## src/rtl/router_fsm_ctrl_if.sv

```systemverilog
// Signal bundle between the packet source/router_reg/FIFO block and the input-side
// sequencing controller. master drives the controller inputs; slave is the controller.
interface router_fsm_ctrl_if #(
    parameter int NPORTS = 3,
    parameter int ADDR_W = 2
);
    logic              packet_valid;
    logic [ADDR_W-1:0] datain;
    logic              fifo_full;
    logic [NPORTS-1:0] fifo_empty;
    logic [NPORTS-1:0] soft_reset;
    logic              parity_done;
    logic              low_packet_valid;

    logic [ADDR_W-1:0] port_addr;
    logic              detect_add;
    logic              lfd_state;
    logic              ld_state;
    logic              laf_state;
    logic              full_state;
    logic              rst_int_reg;
    logic              write_enb_reg;
    logic              busy;

    modport master (
        output packet_valid, datain, fifo_full, fifo_empty, soft_reset,
               parity_done, low_packet_valid,
        input  port_addr, detect_add, lfd_state, ld_state, laf_state,
               full_state, rst_int_reg, write_enb_reg, busy
    );

    modport slave (
        input  packet_valid, datain, fifo_full, fifo_empty, soft_reset,
               parity_done, low_packet_valid,
        output port_addr, detect_add, lfd_state, ld_state, laf_state,
               full_state, rst_int_reg, write_enb_reg, busy
    );
endinterface

```

## src/rtl/router_fsm_ctrl.sv

```systemverilog
// Input-side packet sequencing controller for the 3-port router: decodes the header
// address, waits for the target FIFO to drain and strobes router_reg. Moore outputs only.
module router_fsm_ctrl (
    input  logic              clk,
    input  logic              reset,
    router_fsm_ctrl_if.slave  bus
);
    typedef enum logic [2:0] {
        DECODE_ADDRESS     = 3'd0,
        LOAD_FIRST_DATA    = 3'd1,
        LOAD_DATA          = 3'd2,
        LOAD_PARITY        = 3'd3,
        FIFO_FULL_STATE    = 3'd4,
        LOAD_AFTER_FULL    = 3'd5,
        CHECK_PARITY_ERROR = 3'd6,
        WAIT_TILL_EMPTY    = 3'd7
    } state_t;

    state_t     state, state_nxt;
    logic [1:0] addr_q;
    logic       accept;
    logic [3:0] empty_ext;
    logic [3:0] soft_ext;

    // Padding to four entries keeps the address-indexed lookups in range for 2'b11.
    assign empty_ext = {1'b0, bus.fifo_empty};
    assign soft_ext  = {1'b0, bus.soft_reset};
    assign accept    = (state == DECODE_ADDRESS) && bus.packet_valid && (bus.datain != 2'b11);

    // NOTE: sequential state uses non-blocking assignments so every register samples
    // pre-edge values; blocking here would create order-dependent simulation races.
    always_ff @(posedge clk) begin
        if (reset) begin
            state  <= DECODE_ADDRESS;
            addr_q <= 2'b00;
        end else begin
            state <= state_nxt;
            if (accept) addr_q <= bus.datain;
        end
    end

    // NOTE: state_nxt gets a default before the case so no path leaves it unassigned,
    // which would otherwise infer a latch.
    always_comb begin
        state_nxt = state;
        if (state != DECODE_ADDRESS && soft_ext[addr_q]) begin
            state_nxt = DECODE_ADDRESS;
        end else begin
            case (state)
                DECODE_ADDRESS:
                    if (accept) state_nxt = empty_ext[bus.datain] ? LOAD_FIRST_DATA : WAIT_TILL_EMPTY;
                LOAD_FIRST_DATA: state_nxt = LOAD_DATA;
                LOAD_DATA:
                    if (bus.fifo_full)          state_nxt = FIFO_FULL_STATE;
                    else if (!bus.packet_valid) state_nxt = LOAD_PARITY;
                LOAD_PARITY:     state_nxt = CHECK_PARITY_ERROR;
                FIFO_FULL_STATE:
                    if (!bus.fifo_full) state_nxt = LOAD_AFTER_FULL;
                LOAD_AFTER_FULL:
                    if (bus.parity_done)           state_nxt = DECODE_ADDRESS;
                    else if (bus.low_packet_valid) state_nxt = LOAD_PARITY;
                    else                           state_nxt = LOAD_DATA;
                CHECK_PARITY_ERROR:
                    state_nxt = bus.fifo_full ? FIFO_FULL_STATE : DECODE_ADDRESS;
                WAIT_TILL_EMPTY:
                    if (empty_ext[addr_q]) state_nxt = LOAD_FIRST_DATA;
                default:         state_nxt = DECODE_ADDRESS;
            endcase
        end
    end

    assign bus.port_addr     = addr_q;
    assign bus.detect_add    = (state == DECODE_ADDRESS);
    assign bus.lfd_state     = (state == LOAD_FIRST_DATA);
    assign bus.ld_state      = (state == LOAD_DATA);
    assign bus.laf_state     = (state == LOAD_AFTER_FULL);
    assign bus.full_state    = (state == FIFO_FULL_STATE);
    assign bus.rst_int_reg   = (state == CHECK_PARITY_ERROR);
    assign bus.write_enb_reg = (state == LOAD_DATA) || (state == LOAD_PARITY) ||
                               (state == LOAD_AFTER_FULL);
    assign bus.busy          = !((state == DECODE_ADDRESS) || (state == LOAD_DATA));
endmodule

```

## src/flat_wrapper.sv

```systemverilog
// flat-port wrapper written by rule: the top's interface ports become plain ports
module router_fsm_ctrl_flat 
  (clk, reset, bus_packet_valid, bus_datain, bus_fifo_full, bus_fifo_empty, bus_soft_reset, bus_parity_done, bus_low_packet_valid, bus_port_addr, bus_detect_add, bus_lfd_state, bus_ld_state, bus_laf_state, bus_full_state, bus_rst_int_reg, bus_write_enb_reg, bus_busy);
  router_fsm_ctrl_if bus_i ();
  input  logic clk;
  input  logic reset;
  input wire logic [$bits(bus_i.packet_valid)-1:0] bus_packet_valid;
  input wire logic [$bits(bus_i.datain)-1:0] bus_datain;
  input wire logic [$bits(bus_i.fifo_full)-1:0] bus_fifo_full;
  input wire logic [$bits(bus_i.fifo_empty)-1:0] bus_fifo_empty;
  input wire logic [$bits(bus_i.soft_reset)-1:0] bus_soft_reset;
  input wire logic [$bits(bus_i.parity_done)-1:0] bus_parity_done;
  input wire logic [$bits(bus_i.low_packet_valid)-1:0] bus_low_packet_valid;
  output wire logic [$bits(bus_i.port_addr)-1:0] bus_port_addr;
  output wire logic [$bits(bus_i.detect_add)-1:0] bus_detect_add;
  output wire logic [$bits(bus_i.lfd_state)-1:0] bus_lfd_state;
  output wire logic [$bits(bus_i.ld_state)-1:0] bus_ld_state;
  output wire logic [$bits(bus_i.laf_state)-1:0] bus_laf_state;
  output wire logic [$bits(bus_i.full_state)-1:0] bus_full_state;
  output wire logic [$bits(bus_i.rst_int_reg)-1:0] bus_rst_int_reg;
  output wire logic [$bits(bus_i.write_enb_reg)-1:0] bus_write_enb_reg;
  output wire logic [$bits(bus_i.busy)-1:0] bus_busy;
  assign bus_i.packet_valid = bus_packet_valid;
  assign bus_i.datain = bus_datain;
  assign bus_i.fifo_full = bus_fifo_full;
  assign bus_i.fifo_empty = bus_fifo_empty;
  assign bus_i.soft_reset = bus_soft_reset;
  assign bus_i.parity_done = bus_parity_done;
  assign bus_i.low_packet_valid = bus_low_packet_valid;
  assign bus_port_addr = bus_i.port_addr;
  assign bus_detect_add = bus_i.detect_add;
  assign bus_lfd_state = bus_i.lfd_state;
  assign bus_ld_state = bus_i.ld_state;
  assign bus_laf_state = bus_i.laf_state;
  assign bus_full_state = bus_i.full_state;
  assign bus_rst_int_reg = bus_i.rst_int_reg;
  assign bus_write_enb_reg = bus_i.write_enb_reg;
  assign bus_busy = bus_i.busy;
  router_fsm_ctrl u_core (.clk(clk), .reset(reset), .bus(bus_i));
endmodule
```

## config.mk

```make
export PLATFORM = sky130hd
export DESIGN_NAME = router_fsm_ctrl_flat
export DESIGN_NICKNAME = d
export VERILOG_FILES = /design/src/rtl/router_fsm_ctrl_if.sv /design/src/rtl/router_fsm_ctrl.sv /design/src/flat_wrapper.sv
export SDC_FILE = /design/constraint.sdc
export NUM_CORES = 1
export LEC_CHECK = 0
export BUFFER_PORTS_ARGS = -buffer_cell sky130_fd_sc_hd__buf_2
export CAP_MARGIN = 20
export CORE_AREA = 2 2 39 41
export CTS_CLUSTER_DIAMETER = 40
export CTS_CLUSTER_SIZE = 25
export DETAILED_ROUTE_END_ITERATION = 10
export DIE_AREA = 0 0 41 43
export GPL_TIMING_DRIVEN = 0
export PLACE_DENSITY = 0.78
export SYNTH_ARGS = -nofsm -noshare
export SYNTH_HDL_FRONTEND = slang
export SYNTH_SLANG_ARGS = --single-unit
```

## constraint.sdc

```tcl
create_clock -name clk -period 4.35 [get_ports clk]
set_input_delay 0.6525 -clock clk [delete_from_list [all_inputs] [get_ports clk]]
set_output_delay 0.6525 -clock clk [all_outputs]
set_load 0.05 [all_outputs]
```

==> impl_metrics.toml <==
[synth]
synthAdderAreaFrac = 0
yosys_warnings = 0
synth_cell_types = 31
ys_seq_elements = 5
synthXorXnorAreaFrac = 0
synthMuxAreaShare = 0.0831
synth_top_area_cell = "dfxtp_1"
synth_compound_area_frac = 0.291
synthTopCellsByArea = "dfxtp_1 21%, mux2i_1 8.3%, nand3b_1 6.2%"
syn-cell-area_sq_um = 482
synth_top_family_by_area = "simple AND/OR/NAND/NOR gates"
avgSynthCellArea_sq_um = 7.77
synth_cells = 62
synth_seq_area_share = 0.208
syn_nets = 76
yosys.area.top_type_share = 0.208
synth-simple-area-share = 0.353

[route]
wl_per_cell_um = 12.0
ant_nets = 0
dr.pass1.iters = 4
vias_per_cell = 5.44
wirelength_um = 1260
num_vias = 571
post-route-drc-count = 0
drt_iter0_markers = 10

[worst_setup_path]
arrival_ns = 1.57
crit_type = "flip-flop to primary output"
regToRegStartpoint = "u_core.state[0]$_SDFFE_PP0P_"
end_kind = "primary output"
rr_endpoint = "u_core.state[1]$_SDFFE_PP0P_"
slowest_delay_ns = 0.35
rrSetupSlack_ns = 2.78
cp_slowest_cell = "dfxtp_1"
crit_family = "buffers and inverters"
cp_max_fo = 10
cp.required_ns = 3.70
worstRegToRegCells = 5
crit_buf_inv = 3
critPathLaunchType = "flip-flop"
worstPathCellList = "clkbuf_1 -> inv_1 -> and3_1 -> nand2b_1 -> buf_2"

[final_layout]
final_common_cell = "buf_2"
layout.nets = 104
final_area_sq_um = 643
drive_above_1_share = 0.348
layout_common_cells = "24 x buf_2, 5 x dfxtp_1"
antenna_cells = 0
areaGrowthSynthToFinish_pct = 33.5
seq_area_sq_um = 100
multi_input_area_sq_um = 350
fillerInstances = 145

[sta]
fmax_mhz = 450
period_minus_slack_ns = 2.22
rsz0062_at_grt = "false"
slew_headroom = 0.758
fin_skew_ns = 0.00188
whs_ns = 0.575
period_share = 0.511
worst_pin_slew_ns = 0.363
drv_slew = 0
setup_viol_count_final = 0
final.setup.tns_ns = 0
hold_viol_final = 0

[global_route]
grt_pass1_wl_um = 1970
grt_max_degree = 11
grt_pass1_vias = 486
grt_use_total = 0.161
antenna_found_initial = 0
grt-ovfl-total = 0

[worst_hold_path]
min_from = "u_core.bus.port_addr[0]$_SDFFE_PP0P_"
hold_depth = 2
min_to = "u_core.bus.port_addr[0]$_SDFFE_PP0P_"
hold_class = "flip-flop to flip-flop"

[floorplan]
chipWidth_um = 41
coreArea_sq_um = 1380
io_pins = 24
die-area_sq_um = 1760
initial_core_util = 0.348
core.rowCount = 14
fp.dieH_um = 43

[clocking]
cts-resized-gates = 0
cts_buffer_depth = 2
clkTransAtPathRegs_ns = 0.04
worst_skew_pair.late_latency_ns = 0.24
clock_sinks = 5
hold_buffers = 0
numCtsBuffers = 3
post_cts_buffers = 0
cts_tree = "yes"
htreeDepth = 1
clock-root-buffer = "clkbuf_4"

[placed_design]
place_hpwl_um = 1030
portBuffers = 23
gp_congestion = 0.743
dpl_cell_area_sq_um = 617

[run_status]
status = "complete, no violations"

[power]
p_per_area_nw_per_um2 = 805
leakagePower_uw = 0.000324
irDropWorstVdd_uv = 359

[run]
maxCapViolCount = 0
==> metrics by stage <==
step / std cells / total power (uW) / setup slack (ns) / util
2_1_floorplan: 62 / 385 / 2.10 / -
4_1_cts: 105 / 519 / 2.12 / 0.465
3_5_place_dp: 101 / 463 / 2.39 / 0.446
6_report: 105 / 518 / 2.13 / 0.465
5_1_grt: 105 / 555 / 2.05 / 0.465
3_3_place_gp: 101 / 456 / 2.42 / 0.446
==> kinds of logic after synthesis <==
family          after synthesis
compound gates               18
buf+inv                       8
flops                         5
mux                           4
simple gates                 27
==> cell type report <==
type | instances | share of cell area
clock buffer | 4 | 0.0409
buffer | 3 | 0.0195
multi-input combinational | 49 | 0.545
timing repair buffer | 23 | 0.179
sequential | 5 | 0.156
inverter | 5 | 0.0292
tap | 16 | 0.0311
==> flip-flops by register name, summed over array words and instances, names as in the netlist <==
name / cells
u_core.bus.port_addr: 2
u_core.state: 3
==> worst max path at each step <==
stage,startpoint,endpoint,slack [ns],cells after the start
final,u_core.state[1]$_SDFFE_PP0P_,bus_write_enb_reg,2.13,5
after detailed placement,u_core.state[1]$_SDFFE_PP0P_,bus_write_enb_reg,2.39,5
after floorplan,u_core.state[1]$_SDFFE_PP0P_,bus_lfd_state,2.10,2
after CTS,u_core.state[1]$_SDFFE_PP0P_,bus_write_enb_reg,2.12,5
after global placement,u_core.state[1]$_SDFFE_PP0P_,bus_write_enb_reg,2.42,5
after global routing,u_core.state[1]$_SDFFE_PP0P_,bus_write_enb_reg,2.05,5
==> cells in the mapped netlist <==
master / number
dfxtp_1: 5
a21oi_1: 4
inv_1: 4
mux2i_1: 4
nand3b_1: 4
nor2_1: 4
nor3_1: 4
and3_1: 3
nand2b_1: 3
nor3b_1: 3
clkbuf_1: 2
o211a_1: 2
o211ai_1: 2
a21o_1: 1
a311o_1: 1
and2_1: 1
buf_2: 1
inv_2: 1
nand2_1: 1
nand4bb_1: 1
o2111a_1: 1
o21a_1: 1
o21a_2: 1
o21ai_0: 1
o221ai_1: 1
o22ai_1: 1
o31ai_1: 1
o31ai_2: 1
or2_1: 1
or3_1: 1
or3_4: 1
==> routing by layer <==
metal,vias to the layer above,global-route usage,part of all wire
met4,0,0.0800,0.011
li1,287,-,-
met3,2,0.0314,0.053
met2,17,0.269,0.52
met1,265,0.180,0.42
met5,-,0,0
==> tightest hold or removal path, stage by stage (launching register included) <==
cell     delay, ns
dfxtp_1       0.36
nor2_1        0.12
nor3_1        0.05
==> power breakdown <==
group / leakage [uW] / internal [uW] / switching (uW) / total [uW]
clock network: 0.0000150 / 34.6 / 18.5 / 53.1
registers: 0.0000412 / 62.5 / 13.1 / 75.6
logic: 0.000268 / 120 / 269 / 389
No activity file was read; power rests on OpenSTA's default activity.
